[src/rtl/vending_machine_change_if.sv]
// Coin-acceptor / actuator bundle for vending_machine_change.
// master = coin front end and actuator drivers, slave = vending FSM.
interface vending_machine_change_if #(
  parameter int unsigned CREDIT_W = 6
);
  logic [1:0]          coin_in;
  logic                cancel;
  logic                restock;
  logic                change_ack;
  logic                coin_ready;
  logic                coin_reject;
  logic                dispense;
  logic                change_valid;
  logic [1:0]          change_coin;
  logic [CREDIT_W-1:0] credit;
  logic                sold_out;

  modport master (
    output coin_in, cancel, restock, change_ack,
    input  coin_ready, coin_reject, dispense, change_valid, change_coin, credit, sold_out
  );

  modport slave (
    input  coin_in, cancel, restock, change_ack,
    output coin_ready, coin_reject, dispense, change_valid, change_coin, credit, sold_out
  );
endinterface

[src/rtl/vending_machine_change.sv]
// Vending FSM: collects Rs5/10/20 coins, dispenses one item, returns change/refund as a coin stream.
// Optional stock counter enabled by defining VM_STOCK_EN.
module vending_machine_change #(
  parameter int unsigned PRICE      = 15,
  parameter int unsigned MAX_CREDIT = 35,
  parameter int unsigned CREDIT_W   = 6,
  parameter int unsigned STOCK_INIT = 8,
  parameter int unsigned STOCK_W    = 4
) (
  input logic                    clk,
  input logic                    rst_n,
  vending_machine_change_if.slave bus
);

  localparam int unsigned SUM_W = CREDIT_W + 1;

  typedef enum logic [1:0] {S_IDLE, S_COLLECT, S_VEND, S_CHANGE} state_t;

  state_t              r_state, w_state_nxt;
  logic [CREDIT_W-1:0] r_credit, w_credit_nxt;
  logic                r_reject, w_reject_nxt;
  logic                r_dispense, w_dispense_nxt;
  logic                r_change_valid, w_change_valid_nxt;
  logic [1:0]          r_change_coin, w_change_coin_nxt;
  logic                w_sold_out;
  logic                w_coin_ready;
  logic                w_coin_present;
  logic [CREDIT_W-1:0] w_coin_val;
  logic [CREDIT_W-1:0] w_chg_val;
  logic [SUM_W-1:0]    w_sum;

  function automatic logic [CREDIT_W-1:0] coin_value(input logic [1:0] code);
    case (code)
      2'b01:   return CREDIT_W'(5);
      2'b10:   return CREDIT_W'(10);
      2'b11:   return CREDIT_W'(20);
      default: return CREDIT_W'(0);
    endcase
  endfunction

  // Greedy change: largest denomination not exceeding the remaining credit.
  function automatic logic [1:0] largest_coin(input logic [CREDIT_W-1:0] amt);
    if (amt >= CREDIT_W'(20))      return 2'b11;
    else if (amt >= CREDIT_W'(10)) return 2'b10;
    else if (amt >= CREDIT_W'(5))  return 2'b01;
    else                           return 2'b00;
  endfunction

  always_comb begin
    w_coin_ready       = ((r_state == S_IDLE) || (r_state == S_COLLECT)) && !w_sold_out;
    w_coin_present     = (bus.coin_in != 2'b00);
    w_coin_val         = coin_value(bus.coin_in);
    w_sum              = SUM_W'(r_credit) + SUM_W'(w_coin_val);
    w_chg_val          = coin_value(r_change_coin);
    w_state_nxt        = r_state;
    w_credit_nxt       = r_credit;
    w_reject_nxt       = w_coin_present && !w_coin_ready;
    w_dispense_nxt     = 1'b0;

    case (r_state)
      S_IDLE, S_COLLECT: begin
        // Cancel outranks a coin arriving in the same cycle.
        if ((r_state == S_COLLECT) && bus.cancel) begin
          w_state_nxt  = S_CHANGE;
          w_reject_nxt = w_coin_present;
        end else if (w_coin_ready && w_coin_present) begin
          if (w_sum <= SUM_W'(MAX_CREDIT)) begin
            w_credit_nxt = CREDIT_W'(w_sum);
            if (w_sum >= SUM_W'(PRICE)) begin
              w_state_nxt    = S_VEND;
              w_dispense_nxt = 1'b1;
            end else begin
              w_state_nxt = S_COLLECT;
            end
          end else begin
            w_reject_nxt = 1'b1;
          end
        end
      end
      S_VEND: begin
        w_credit_nxt = r_credit - CREDIT_W'(PRICE);
        w_state_nxt  = (r_credit == CREDIT_W'(PRICE)) ? S_IDLE : S_CHANGE;
      end
      S_CHANGE: begin
        if (r_change_valid && bus.change_ack) begin
          w_credit_nxt = r_credit - w_chg_val;
          if (r_credit == w_chg_val) w_state_nxt = S_IDLE;
        end
      end
      default: w_state_nxt = S_IDLE;
    endcase

    w_change_valid_nxt = (w_state_nxt == S_CHANGE);
    w_change_coin_nxt  = w_change_valid_nxt ? largest_coin(w_credit_nxt) : 2'b00;
  end

  always_ff @(posedge clk or negedge rst_n) begin
    if (!rst_n) begin
      r_state        <= S_IDLE;
      r_credit       <= '0;
      r_reject       <= 1'b0;
      r_dispense     <= 1'b0;
      r_change_valid <= 1'b0;
      r_change_coin  <= 2'b00;
    end else begin
      r_state        <= w_state_nxt;
      r_credit       <= w_credit_nxt;
      r_reject       <= w_reject_nxt;
      r_dispense     <= w_dispense_nxt;
      r_change_valid <= w_change_valid_nxt;
      r_change_coin  <= w_change_coin_nxt;
    end
  end

`ifdef VM_STOCK_EN
  logic [STOCK_W-1:0] r_stock;
  logic               r_sold_out;

  // Decrement lands at the end of the VEND cycle; restock only while idle.
  always_ff @(posedge clk or negedge rst_n) begin
    if (!rst_n) begin
      r_stock    <= STOCK_W'(STOCK_INIT);
      r_sold_out <= (STOCK_INIT == 0);
    end else if ((r_state == S_IDLE) && bus.restock) begin
      r_stock    <= STOCK_W'(STOCK_INIT);
      r_sold_out <= (STOCK_INIT == 0);
    end else if (r_dispense && (r_stock != '0)) begin
      r_stock    <= r_stock - STOCK_W'(1);
      r_sold_out <= (r_stock == STOCK_W'(1));
    end
  end

  assign w_sold_out = r_sold_out;
`else
  logic w_unused_stock;
  assign w_unused_stock = ^{bus.restock, STOCK_W'(STOCK_INIT)};
  assign w_sold_out     = 1'b0;
`endif

  assign bus.coin_ready   = w_coin_ready;
  assign bus.coin_reject  = r_reject;
  assign bus.dispense     = r_dispense;
  assign bus.change_valid = r_change_valid;
  assign bus.change_coin  = r_change_coin;
  assign bus.credit       = r_credit;
  assign bus.sold_out     = w_sold_out;

endmodule
[src/flat_wrapper.sv]
// flat-port wrapper written by rule: the top's interface ports become plain ports
module vending_machine_change_flat 
#(
  parameter int unsigned PRICE      = 15,
  parameter int unsigned MAX_CREDIT = 35,
  parameter int unsigned CREDIT_W   = 6,
  parameter int unsigned STOCK_INIT = 8,
  parameter int unsigned STOCK_W    = 4
)
  (clk, rst_n, bus_coin_in, bus_cancel, bus_restock, bus_change_ack, bus_coin_ready, bus_coin_reject, bus_dispense, bus_change_valid, bus_change_coin, bus_credit, bus_sold_out);
  vending_machine_change_if #(.CREDIT_W(CREDIT_W)) bus_i ();
  input logic clk;
  input logic rst_n;
  input wire logic [$bits(bus_i.coin_in)-1:0] bus_coin_in;
  input wire logic [$bits(bus_i.cancel)-1:0] bus_cancel;
  input wire logic [$bits(bus_i.restock)-1:0] bus_restock;
  input wire logic [$bits(bus_i.change_ack)-1:0] bus_change_ack;
  output wire logic [$bits(bus_i.coin_ready)-1:0] bus_coin_ready;
  output wire logic [$bits(bus_i.coin_reject)-1:0] bus_coin_reject;
  output wire logic [$bits(bus_i.dispense)-1:0] bus_dispense;
  output wire logic [$bits(bus_i.change_valid)-1:0] bus_change_valid;
  output wire logic [$bits(bus_i.change_coin)-1:0] bus_change_coin;
  output wire logic [$bits(bus_i.credit)-1:0] bus_credit;
  output wire logic [$bits(bus_i.sold_out)-1:0] bus_sold_out;
  assign bus_i.coin_in = bus_coin_in;
  assign bus_i.cancel = bus_cancel;
  assign bus_i.restock = bus_restock;
  assign bus_i.change_ack = bus_change_ack;
  assign bus_coin_ready = bus_i.coin_ready;
  assign bus_coin_reject = bus_i.coin_reject;
  assign bus_dispense = bus_i.dispense;
  assign bus_change_valid = bus_i.change_valid;
  assign bus_change_coin = bus_i.change_coin;
  assign bus_credit = bus_i.credit;
  assign bus_sold_out = bus_i.sold_out;
  vending_machine_change #(.PRICE(PRICE), .MAX_CREDIT(MAX_CREDIT), .CREDIT_W(CREDIT_W), .STOCK_INIT(STOCK_INIT), .STOCK_W(STOCK_W)) u_core (.clk(clk), .rst_n(rst_n), .bus(bus_i));
endmodule
[config.mk]
export PLATFORM = sky130hd
export DESIGN_NAME = vending_machine_change_flat
export DESIGN_NICKNAME = d
export VERILOG_FILES = /design/src/rtl/vending_machine_change_if.sv /design/src/rtl/vending_machine_change.sv /design/src/flat_wrapper.sv
export SDC_FILE = /design/constraint.sdc
export NUM_CORES = 1
export LEC_CHECK = 0
export CAP_MARGIN = 20
export CELL_PAD_IN_SITES_DETAIL_PLACEMENT = 1
export CELL_PAD_IN_SITES_GLOBAL_PLACEMENT = 2
export CORE_ASPECT_RATIO = 1.25
export CORE_UTILIZATION = 33
export DETAILED_ROUTE_END_ITERATION = 10
export GPL_TIMING_DRIVEN = 0
export PLACE_DENSITY_LB_ADDON = 0.25
export REMOVE_ABC_BUFFERS = 1
export SLEW_MARGIN = 0
export SYNTH_ARGS = -nofsm -noshare
export SYNTH_HDL_FRONTEND = slang
export SYNTH_SLANG_ARGS = --single-unit
[constraint.sdc]
create_clock -name clk -period 5.1 [get_ports clk]
set_clock_uncertainty 0.2 [all_clocks]
set_input_delay 1.275 -clock clk [delete_from_list [all_inputs] [get_ports clk]]
set_output_delay 1.275 -clock clk [all_outputs]
set_load 0.05 [all_outputs]
### Yosys cells after proc, flatten, opt, wreduce, memory -nomap -nowiden

Cells that the tools add are included.

| word-level totals | value |
|---|---|
| flip-flop bits (word level) | 13 |
| latch bits | 0 |
| bits in writable memories | 0 |
| memory bits (read-only) | 0 |
| bits of input ports | 7 |
| output and inout bits | 13 |
| logic and storage cells | 63 |
| memories kept | 0 |

| operators by class | value |
|---|---|
| add/sub/neg operators | 3 |
| multipliers | 0 |
| divide/modulo/power cells | 0 |
| $lt $le $gt $ge | 5 |
| equal/unequal tests | 12 |
| shift-type cells | 0 |
| mux-type cells | 28 |
| bitwise gates (word level) | 0 |
| reduce and logical (&&, ||, !) cells | 9 |

Operators with widths:

| cell | number |
|---|---|
| case mux 5 bit (3 select lines) | 2 |
| two-way mux 6 bit | 4 |
| two-way mux 2 bit | 10 |
| case mux 6 bit (3 select lines) | 1 |
| equality test 2 bit, second input constant | 7 |
| two-way mux 1 bit | 10 |
| adder 6 x 5 -> 7 bit | 1 |
| greater-or-equal comparator 7 x 4 -> 1 bit, second input constant | 1 |
| less-or-equal comparator 7 x 6 -> 1 bit, second input constant | 1 |
| equality test 2 x 1 -> 1 bit, second input constant | 3 |
| equality test 6 x 4 -> 1 bit, second input constant | 1 |
| equality test 6 x 5 -> 1 bit | 1 |
| greater-or-equal comparator 6 x 3 -> 1 bit, second input constant | 1 |
| greater-or-equal comparator 6 x 4 -> 1 bit, second input constant | 1 |
| greater-or-equal comparator 6 x 5 -> 1 bit, second input constant | 1 |
| case mux 2 bit (3 select lines) | 1 |
| subtractor 6 x 4 -> 6 bit, second input constant | 1 |
| subtractor 6 x 5 -> 6 bit | 1 |
| logical AND 1 bit | 4 |
| logical NOT 2 bit | 1 |
| nonzero test 2 bit | 1 |
| OR reduction 2 bit | 1 |
| logical NOT 1 bit | 1 |
| logical OR 1 bit | 1 |

### Depth between registers and ports, before layout

Gate-level depths: netlist (run 1).

| logic depth | value |
|---|---|
| depth after elaboration | 13 |
| gate-level depth with buffers | 13 |

### Worst setup path after synthesis (run 1)

No wires, ideal clock.

| timing | value |
|---|---|
| kind | input -> register |
| start | in bus_coin_in[0] |
| end | reg u_core.r_change_coin[0] (netlist: u_core.bus.change_coin[0]) |
| library setup time | 0.129 ns |
| arrival | 4.082 ns |
| required time | 4.771 ns |
| slack | 0.689 ns |
| stages on the path | 11 |
| path through | nor2b_1 -> ha_1 -> fa_1 -> buf_2 -> a21o_1 -> a2111oi_2 -> o2bb2ai_2 -> a31o_4 -> a311o_1 -> o211a_1 -> o41a_1 |

| between the ends | value |
|---|---|
| longest elaborated chain between the ends | 13 |
| elaborated cells on any way between the ends | 26 |
| classes of those cells | 1 x add/sub; 5 x order compare; 4 x eq/ne; 14 x mux; 2 x reduce/logical |

Ends and longest elaborated chain:

| item | RTL line | source |
|---|---|---|
| start, declared | flat_wrapper.sv:14 | `input wire logic [$bits(bus_i.coin_in)-1:0] bus_coin_in;` |
| equality test 2 bit or equality test 2 x 1 -> 1 bit (tied branches) | vending_machine_change.sv:33 | `case (code)` |
| case mux 5 bit (3 select lines) | vending_machine_change.sv:33 |  |
| adder 6 x 5 -> 7 bit | vending_machine_change.sv:53 | `w_sum = SUM_W'(r_credit) + SUM_W'(w_coin_val);` |
| less-or-equal comparator 7 x 6 -> 1 bit | vending_machine_change.sv:67 | `if (w_sum <= SUM_W'(MAX_CREDIT)) begin` |
| two-way mux 6 bit | vending_machine_change.sv:67 |  |
| two-way mux 6 bit (*) | vending_machine_change.sv:66 | `end else if (w_coin_ready && w_coin_present) begin` |
| two-way mux 6 bit (*) | vending_machine_change.sv:63 | `if ((r_state == S_COLLECT) && bus.cancel) begin` |
| case mux 6 bit (3 select lines) (*) | vending_machine_change.sv:60 | `case (r_state)` |
| net u_core.w_credit_nxt[1] | vending_machine_change.sv:20 | `logic [CREDIT_W-1:0] r_credit, w_credit_nxt;` |
| greater-or-equal comparator 6 x 3 -> 1 bit | vending_machine_change.sv:45 | `else if (amt >= CREDIT_W'(5)) return 2'b01;` |
| two-way mux 1 bit | vending_machine_change.sv:45 |  |
| two-way mux 2 bit | vending_machine_change.sv:44 | `else if (amt >= CREDIT_W'(10)) return 2'b10;` |
| two-way mux 2 bit (*) | vending_machine_change.sv:43 | `if (amt >= CREDIT_W'(20)) return 2'b11;` |
| two-way mux 2 bit (*) | vending_machine_change.sv:94 | `w_change_coin_nxt = w_change_valid_nxt ? largest_coin(w_credit_nxt) : 2'b00;` |
| net u_core.w_change_coin_nxt[0] | vending_machine_change.sv:24 | `logic [1:0] r_change_coin, w_change_coin_nxt;` |
| end signal, assigned | vending_machine_change.sv:111 | `r_change_coin <= w_change_coin_nxt;` |
| end, declared | vending_machine_change.sv:24 |  |

The timed path passes the listed nets; every way through them passes the cells marked *.

### Worst setup path in the final report (run 1)

Ends and elaborated chain as after synthesis.

==> results of run 1 <==
[power by group through the flow]
stage / Clock (mW) / Sequential, mW / Combinational [mW]
after global placement: 0 / 0.238 / 0.875
after detailed placement: 0 / 0.236 / 0.905
after global routing: 0.0938 / 0.244 / 0.999
after CTS: 0.0894 / 0.236 / 0.909
final: 0.0875 / 0.235 / 0.906
after floorplan: 0 / 0.314 / 0.565
[cell usage in the layout (no fill, tap or decap), types with 3 or more instances in the layout]
cell type / Yosys / routed
nor2_1: 13 / 13
nor2b_1: 6 / 6
nand3_1: 6 / 6
xor2_1: 3 / 3
ha_1: 11 / 11
inv_1: 9 / 9
o21ai_0: 6 / 6
a31oi_1: 4 / 4
o31a_1: 3 / 3
a211oi_1: 3 / 3
a21oi_1: 12 / 12
nor3_1: 9 / 9
dfrtp_1: 13 / 13
clkbuf_8: 0 / 3
clkdlybuf4s50_1: 0 / 17
o21a_1: 5 / 5
nand2_1: 12 / 12
[worst paths after layout]
kind                                                startpoint                                  end  slack [ps]  cells past startpoint
worst min-delay path            u_core.bus.credit[0]$_DFF_PN0_       u_core.bus.credit[0]$_DFF_PN0_         530                      1
max in group asynchronous                                rst_n     u_core.bus.coin_reject$_DFF_PN0_        3090                      1
min in group asynchronous                                rst_n       u_core.bus.credit[2]$_DFF_PN0_        1220                      1
worst min register to register  u_core.bus.credit[0]$_DFF_PN0_       u_core.bus.credit[0]$_DFF_PN0_         530                      1
worst max register to register  u_core.bus.credit[0]$_DFF_PN0_  u_core.bus.change_coin[0]$_DFF_PN0_        1450                     10
worst max-delay path                            bus_coin_in[0]  u_core.bus.change_coin[0]$_DFF_PN0_         220                     12
[flip-flops by register name, indices dropped and copies added, names as in the netlist]
| register | cells |
|---|---|
| u_core.bus.credit | 6 |
| u_core.bus.change_valid | 1 |
| u_core.r_state | 2 |
| u_core.bus.dispense | 1 |
| u_core.bus.change_coin | 2 |
| u_core.bus.coin_reject | 1 |
[kinds of logic after synthesis]
family / Yosys count / share of synthesized area (%)
simple gates: 61 / 21.8
other cells: 1 / 0.262
compound gates: 57 / 31.1
buf+inv: 19 / 6.46
mux: 3 / 2.18
xor+xnor: 5 / 3.06
flops: 13 / 22.7
fa+ha+maj: 13 / 12.4
[area by class of cell]
type	instances	share of cell area, %
Clock buffer	4	2.71
Inverter	9	2.03
Multi-Input combinational cell	140	61.2
Sequential cell	13	19.6
Tap cell	56	4.22
Timing Repair Buffer	17	10.2
[metrics by stage]
stage          worst slack, ps  power [mW]  hold WS (ps)  cell area, um2  setup TNS, ps
2_1_floorplan              691       0.880           424            1370              0
3_3_place_gp              -105        1.11           522            1610           -105
3_5_place_dp              -150        1.14           526            1610           -150
4_1_cts                    101        1.23           533            1660              0
5_1_grt                   34.1        1.34           582            1660              0
6_report                   215        1.23           534            1660              0
[per-layer routing]
metal / GRT usage (%) / share of wire (%)
met5: 0 / 0
met1: 22.8 / 44
met4: 3.54 / 0.67
met2: 39.9 / 54
met3: 1.53 / 1.3
[cells in the mapped netlist, types with 4 or more instances]
cell / instances
a21oi_1: 12
a31oi_1: 4
clkbuf_1: 5
dfrtp_1: 13
ha_1: 11
inv_1: 9
nand2_1: 12
nand3_1: 6
nor2_1: 13
nor2b_1: 6
nor3_1: 9
o21a_1: 5
o21ai_0: 6
==> run metrics, run 1 <==
TritonCTS clock tree yes; Yosys top cell by area dfrtp_1; RSZ-0062 raised after global routing false; Power Dens Cells 739 nW/um2; NetSw between 0.6 and 0.7 mW; die height around 76 um; Distinct cells, synth between 50 and 60; clk buf depth 2; Startpoint Class input port; slew margin rel. 59.5%; number of remaining DRC errors 0; family with the most delay on the worst path compound AO/OA/AOI/OAI gates; crit-path max FO 8; Starting Density about a third; NumNets Final between 200 and 250; clock share of power roughly 7.1%; slowest CP cell clkdlybuf4s50_1; worst slew pin tran between 600 and 700 ps; Seq/Total Area, Yosys 22.7%; Syn Inst Count 172; Clk Latency, worst-skew pair 230 ps; clock root buffer clkbuf_8; Synth Warn # 0; post-DR wirelength/cell around 17 um; status completed; dpl cells 235; Seq pwr share 19.1%; worst path required time between 5000 and 6000 ps; setup repair bufs after CTS 0; sequential cell area approximately 330 um2; Post-DRT Antenna Nets 0; final hold vios 0; overflow left after global routing 0; Cell Int Power 0.561 mW; crit path kind input port to flop; Worst Path Arrival 4800 ps; Slew Limit Fails 0; number of clock sinks 13; switching part of the total 54.3%; FF+latch count, synth 13; Comb pwr share between 70% and 80%; final period utilization a little over nine tenths; Mapped Area approximately 1400 um2; first-pass GRT wire length 6780 um; ranking of synthesized cells by area dfrtp_1 23%, ha_1 9.6%, a21oi_1 4.2%; GRT Resource Usage Total 20.0%; CTS resizes 0; Multi-input gate area 1020 um2; crit-path cells clkdlybuf4s50_1 > nor2b_1 > ha_1 > fa_2 > a21o_1 > a2111oi_2 > o2bb2ai_2 > a31oi_2 > nor2_1 > a221o_1 > o211a_1 > o41a_1; routed wire length around 4200 um; Final Critical Period ~5000 ps; number of global-route vias before repair 1410; fill count 501; gpl congestion 0.839; post-DP HPWL between 3000 and 4000 um; IO buf count 17; final core occ about 40%; core area slightly above 4000 um2; routed vias roughly 1400; TritonCTS buffer count 3; ANT cells 0; FP Rows 26; Crit. End Element flop; top-level I/O count 20; critical path's largest stage delay approximately 520 ps; Worst Path Buf+Inv 1; HP Class flop to flop; Worst-path clk slew 50 ps; Post-synth ARST share between 90% and 100%; # Max-Cap Violations 0; Post-Layout Cell Count 239; largest net degree at the start of global routing 16; P&R area growth vs syn 16.0%; H-tree depth 1; Final setup viols 0; Hold-fix buffers, CTS 0; Synth top area share approximately 23%; 1st-iter DRT viols 33; initial antenna violation count 0; chip width just over 60 um; Synth Flop Type dfrtp_1; drt first pass iters 4; Max Freq ~200 MHz; Die Area roughly 4600 um2; EDFF count, synth 0; maximum VDD drop approximately 0.17 mV; vias per cell between 5 and 6; layout cells sized above 1 about 7%; leakage power 0.651 nW; Mean Syn Cell Area 8.33 um2
Note: power is estimated with default switching activity, not from simulation.
==> inputs of run 2 (changes only) <==
CAP_MARGIN = default   (was 20)
CTS_BUF_LIST = sky130_fd_sc_hd__clkbuf_16   (was default)
==> run 2 against run 1 <==
  * Non-clock buffer count unchanged
  * First-iteration DRC count down 3.0%
  * Critical path depth down 1
  * Die area unchanged
  * Cell count unchanged
  * Clock power up 63%
  * Clock-buffer cell count down 1
  * Hold slack about the same
  * Critical path type unchanged
==> run metrics, run 2 (synthesis results as in run 1) <==
Starting Density 34.7%; NetSw between 0.6 and 0.7 mW; Comb pwr share 70.9%; post-DR wirelength/cell 17.8 um; die height between 70 and 80 um; TritonCTS clock tree yes; Power Dens Cells around 760 nW/um2; P&R area growth vs syn 19.1%; vias per cell 5.70; chip width approximately 61 um; flop2flop setup slack between 1000 and 1500 ps; commonest non-fill, non-tap cell in the layout clkdlybuf4s50_1; setup repair bufs after CTS 0; gpl congestion between 0.8 and 0.9; worst path required time approximately 5000 ps; clock share of power ~11%; Clk Latency, worst-skew pair approximately 240 ps; Slew Limit Fails 0; Worst Hold Endpoint u_core.bus.credit[0]$_DFF_PN0_; Hold-fix buffers, CTS 0; Worst Path Arrival between 4000 and 5000 ps; total power between 1 and 1.5 mW; r2r endpoint u_core.bus.change_coin[0]$_DFF_PN0_; TritonCTS buffer count 3; IO buf count 17; HP Start u_core.bus.credit[0]$_DFF_PN0_; max FFs per register 6; # Max-Cap Violations 0; number of remaining DRC errors 0; core area roughly 4100 um2; leakage power 0.680 nW; Max Freq roughly 200 MHz; Worst-path clk slew roughly 40 ps; number of global-route vias before repair approximately 1500; largest net degree at the start of global routing 16; crit path kind input port to flop; overflow left after global routing 0; clk buf depth 2; GRT Resource Usage Total between 20% and 30%; Final Critical Period just under 5000 ps; number of clock sinks 13; Hold Crit Depth 1; 1st-iter DRT viols 32; Final setup viols 0; Startpoint Class input port; Post-DRT Antenna Nets 0; clock root buffer clkbuf_16; routed vias roughly 1400; NumNets Final between 200 and 250; Crit. End Element flop; worst r2r path cells 9; maximum VDD drop ~0.19 mV; HP Class flop to flop; ANT cells 0; FP Rows 26; final hold vios 0; crit-path max FO 8; CTS resizes 0; routed wire length around 4200 um; Seq pwr share ~18%; H-tree depth 1; worst slew pin tran slightly below 600 ps; Cell Int Power 0.611 mW; layout cells sized above 1 roughly 7.1%; status completed; slew margin rel. about three fifths; post-DP HPWL 3370 um; first-pass GRT wire length around 7000 um; switching part of the total 52.9%; most frequent cells in the layout 16 x clkdlybuf4s50_1, 13 x nor2_1, 13 x dfrtp_1, 12 x nand2_1, 12 x a21oi_1; final period utilization between 90% and 100%; RSZ-0062 raised after global routing false; top-level I/O count 20; final core occ 41.3%; drt first pass iters 4; initial antenna violation count 0; Critical R2R Launch u_core.bus.credit[0]$_DFF_PN0_; Die Area ~4600 um2
[run 2: metrics by stage]
step | hold slack [ps] | cell area, um2 | setup TNS (ps) | instances | worst slack, ps
after detailed placement | 526 | 1610 | -150 | 235 | -150
after floorplan | 424 | 1370 | 0 | 162 | 691
after global placement | 522 | 1610 | -105 | 235 | -105
after CTS | 533 | 1690 | 0 | 239 | 79.6
after global routing | 579 | 1710 | 0 | 239 | 58.4
final | 533 | 1710 | 0 | 239 | 246
[run 2: critical path: stages]
cell and delay, ps:
clkdlybuf4s50_1 570, nor2b_1 70, ha_1 240, fa_2 450, a21o_1 220, a2111oi_2 410, o2bb2ai_2 190, a31o_4 280
a311o_1 400, o211a_1 240, o41a_1 410
[run 2: power by group through the flow]
stage                     clock network [mW]  registers [mW]  logic [mW]
after global placement                     0           0.238       0.875
after detailed placement                   0           0.236       0.905
final                                  0.143           0.233       0.920
after CTS                              0.145           0.236       0.914
after floorplan                            0           0.314       0.565
after global routing                   0.150           0.244        1.02
[run 2: layout make-up]
class / instances / area [um2]
clock buffer: 3 / 75.1
clock inverter: 1 / 3.75
fill: 501 / 2420
inverter: 9 / 33.8
multi-input combinational: 140 / 1030
sequential: 13 / 325
tap: 56 / 70.1
timing repair buffer: 17 / 173
[run 2: per-layer routing]
metal / routed length, um / vias to the layer above / track usage, % / part of all wire (%)
li1: - / 664 / - / -
met1: 1850 / 674 / 23.4 / 44
met2: 2320 / 21 / 40.5 / 55
met3: 27 / 4 / 1.19 / 0.64
met4: 49 / 0 / 5.30 / 1.2
met5: 0 / - / 0 / 0
[run 2: worst max path at each step]
stage | startpoint | endpoint | slack [ps] | depth (start not counted)
finish | bus_coin_in[1] | u_core.bus.change_coin[0]$_DFF_PN0_ | 250 | 11
global placement | bus_coin_in[0] | u_core.bus.change_coin[0]$_DFF_PN0_ | -100 | 11
global route | bus_coin_in[1] | u_core.bus.change_coin[0]$_DFF_PN0_ | 60 | 11
detailed placement | bus_coin_in[0] | u_core.bus.change_coin[0]$_DFF_PN0_ | -150 | 12
CTS | bus_coin_in[0] | u_core.bus.change_coin[0]$_DFF_PN0_ | 80 | 12
floorplan | bus_coin_in[0] | u_core.bus.change_coin[0]$_DFF_PN0_ | 690 | 10
==> inputs of run 3 (changes only) <==
CTS_BUF_LIST = sky130_fd_sc_hd__clkbuf_4   (was sky130_fd_sc_hd__clkbuf_16)
GPL_TIMING_DRIVEN = default   (was 0)
==> run 3 against run 2 <==
  * Die area unchanged
  * Clock power is 54% lower
  * Fmax increased by 1.1%
==> run metrics, run 3 (synthesis results as in run 1) <==
first-pass GRT wire length approximately 6800 um; Worst-path clk slew 70 ps; Power Dens Cells around 730 nW/um2; GRT Resource Usage Total about a fifth; clock root buffer clkbuf_4; overflow left after global routing 0; GR peak layer met2; final period utilization 94.1%; Multi-input gate area around 1000 um2; number of clock sinks 13; Post-DRT Antenna Nets 0; leakage power about 0.67 nW; slew margin rel. 56.7%; worst path required time a little over 5000 ps; core area slightly above 4000 um2; number of remaining DRC errors 0; critical path's largest stage delay 560 ps; Final Critical Period 4800 ps; total power approximately 1.2 mW; initial antenna violation count 0; fill count around 520; setup repair bufs after CTS 0; sequential cell area roughly 330 um2; H-tree depth 1; slowest CP cell clkdlybuf4s50_1; 1st-iter DRT viols 31; Crit. End Element flop; routed wire length between 4000 and 5000 um; max FFs per register 6; Final setup viols 0; crit-path max FO 6; top-level I/O count 20; number of global-route vias before repair around 1400; Final Cell Area ~1700 um2; FP Rows 26; TritonCTS clock tree yes; setup TNS 0 ps; Startpoint Class input port; clk buf depth 2; layout cells sized above 1 under 10%; routed vias 1378; most frequent cells in the layout 17 x clkdlybuf4s50_1, 13 x nor2_1, 13 x dfrtp_1, 12 x nand2_1, 12 x a21oi_1; WHS 548 ps; gpl congestion ~0.85; grt met3 use roughly 1%; Max Freq around 210 MHz; crit path kind input port to flop; maximum VDD drop roughly 0.26 mV; Worst Path Arrival between 4000 and 5000 ps; post-DR wirelength/cell between 15 and 20 um; ANT cells 0; CTS resizes 0; Slew Limit Fails 0; TritonCTS buffer count 3; HP Class flop to flop; IO buf count 17; drt first pass iters 4; status completed; vias per cell between 5 and 6; DP Area roughly 1600 um2; RSZ-0062 raised after global routing false; met1 usage between 20% and 30%; commonest non-fill, non-tap cell in the layout clkdlybuf4s50_1; P&R area growth vs syn 16.9%; Starting Density 34.7%; largest net degree at the start of global routing 16; die height between 70 and 80 um; Die Area around 4600 um2; final core occ 40.5%; Hold-fix buffers, CTS 0; chip width 60.9 um; Clk Latency, worst-skew pair between 200 and 300 ps; NumNets Final ~210; crit-path cells clkdlybuf4s50_1 > nor2b_1 > ha_1 > fa_1 > a21o_1 > a2111oi_2 > o2bb2ai_2 > a31o_4 > a311o_1 > o211a_1 > o41a_1; worst slew pin tran about 640 ps; post-DP HPWL between 3000 and 4000 um; final hold vios 0; # Max-Cap Violations 0; grt met2 use 39.3%
run 3: area by class of cell:
cell class	count	area share, %
clock buffers	4	1.79
flip-flops and latches	13	19.4
repair buffers	21	12.0
multi-input cells	140	60.6
well taps	56	4.19
inverters	9	2.02
run 3: metrics by stage:
step                setup slack (ps)  cells
floorplan                        691    162
global placement                76.9    239
detailed placement              50.6    239
CTS                              322    243
global route                     154    243
finish                           301    243
run 3: final timing paths:
| path | cells after the start | slack, ps | startpoint | to |
|---|---|---|---|---|
| hold / removal | 1 | 550 | u_core.r_state[1]$_DFF_PN0_ | u_core.bus.credit[2]$_DFF_PN0_ |
| hold reg to reg | 1 | 550 | u_core.r_state[1]$_DFF_PN0_ | u_core.bus.credit[2]$_DFF_PN0_ |
| min in group asynchronous | 1 | 1160 | rst_n | u_core.bus.credit[2]$_DFF_PN0_ |
| max in group asynchronous | 1 | 3180 | rst_n | u_core.bus.dispense$_DFF_PN0_ |
| setup reg to reg | 9 | 1410 | u_core.bus.credit[0]$_DFF_PN0_ | u_core.bus.change_coin[0]$_DFF_PN0_ |
| setup / recovery | 11 | 300 | bus_coin_in[1] | u_core.bus.change_coin[0]$_DFF_PN0_ |
run 3: critical path: cells and delay by family:
kind / cells / cell delay, ps
buffers and inverters: 1 / 560
adder cells (fa/ha/maj): 2 / 740
AO/OA/AOI/OAI: 7 / 2080
AND/OR/NAND/NOR: 1 / 80
run 3: layer usage:
layer,vias to the layer above,share of wire [%]
met4,0,0
li1,673,-
met2,18,54
met5,-,0
met1,687,44
met3,0,1.8
run 3: report_power, final:
part           total [mW]  internal [mW]  leakage, nW  switching (mW)
logic               0.922          0.375        0.508           0.547
registers           0.235          0.143        0.142          0.0928
clock network      0.0657         0.0356       0.0184          0.0302
total                1.22          0.553        0.669           0.670
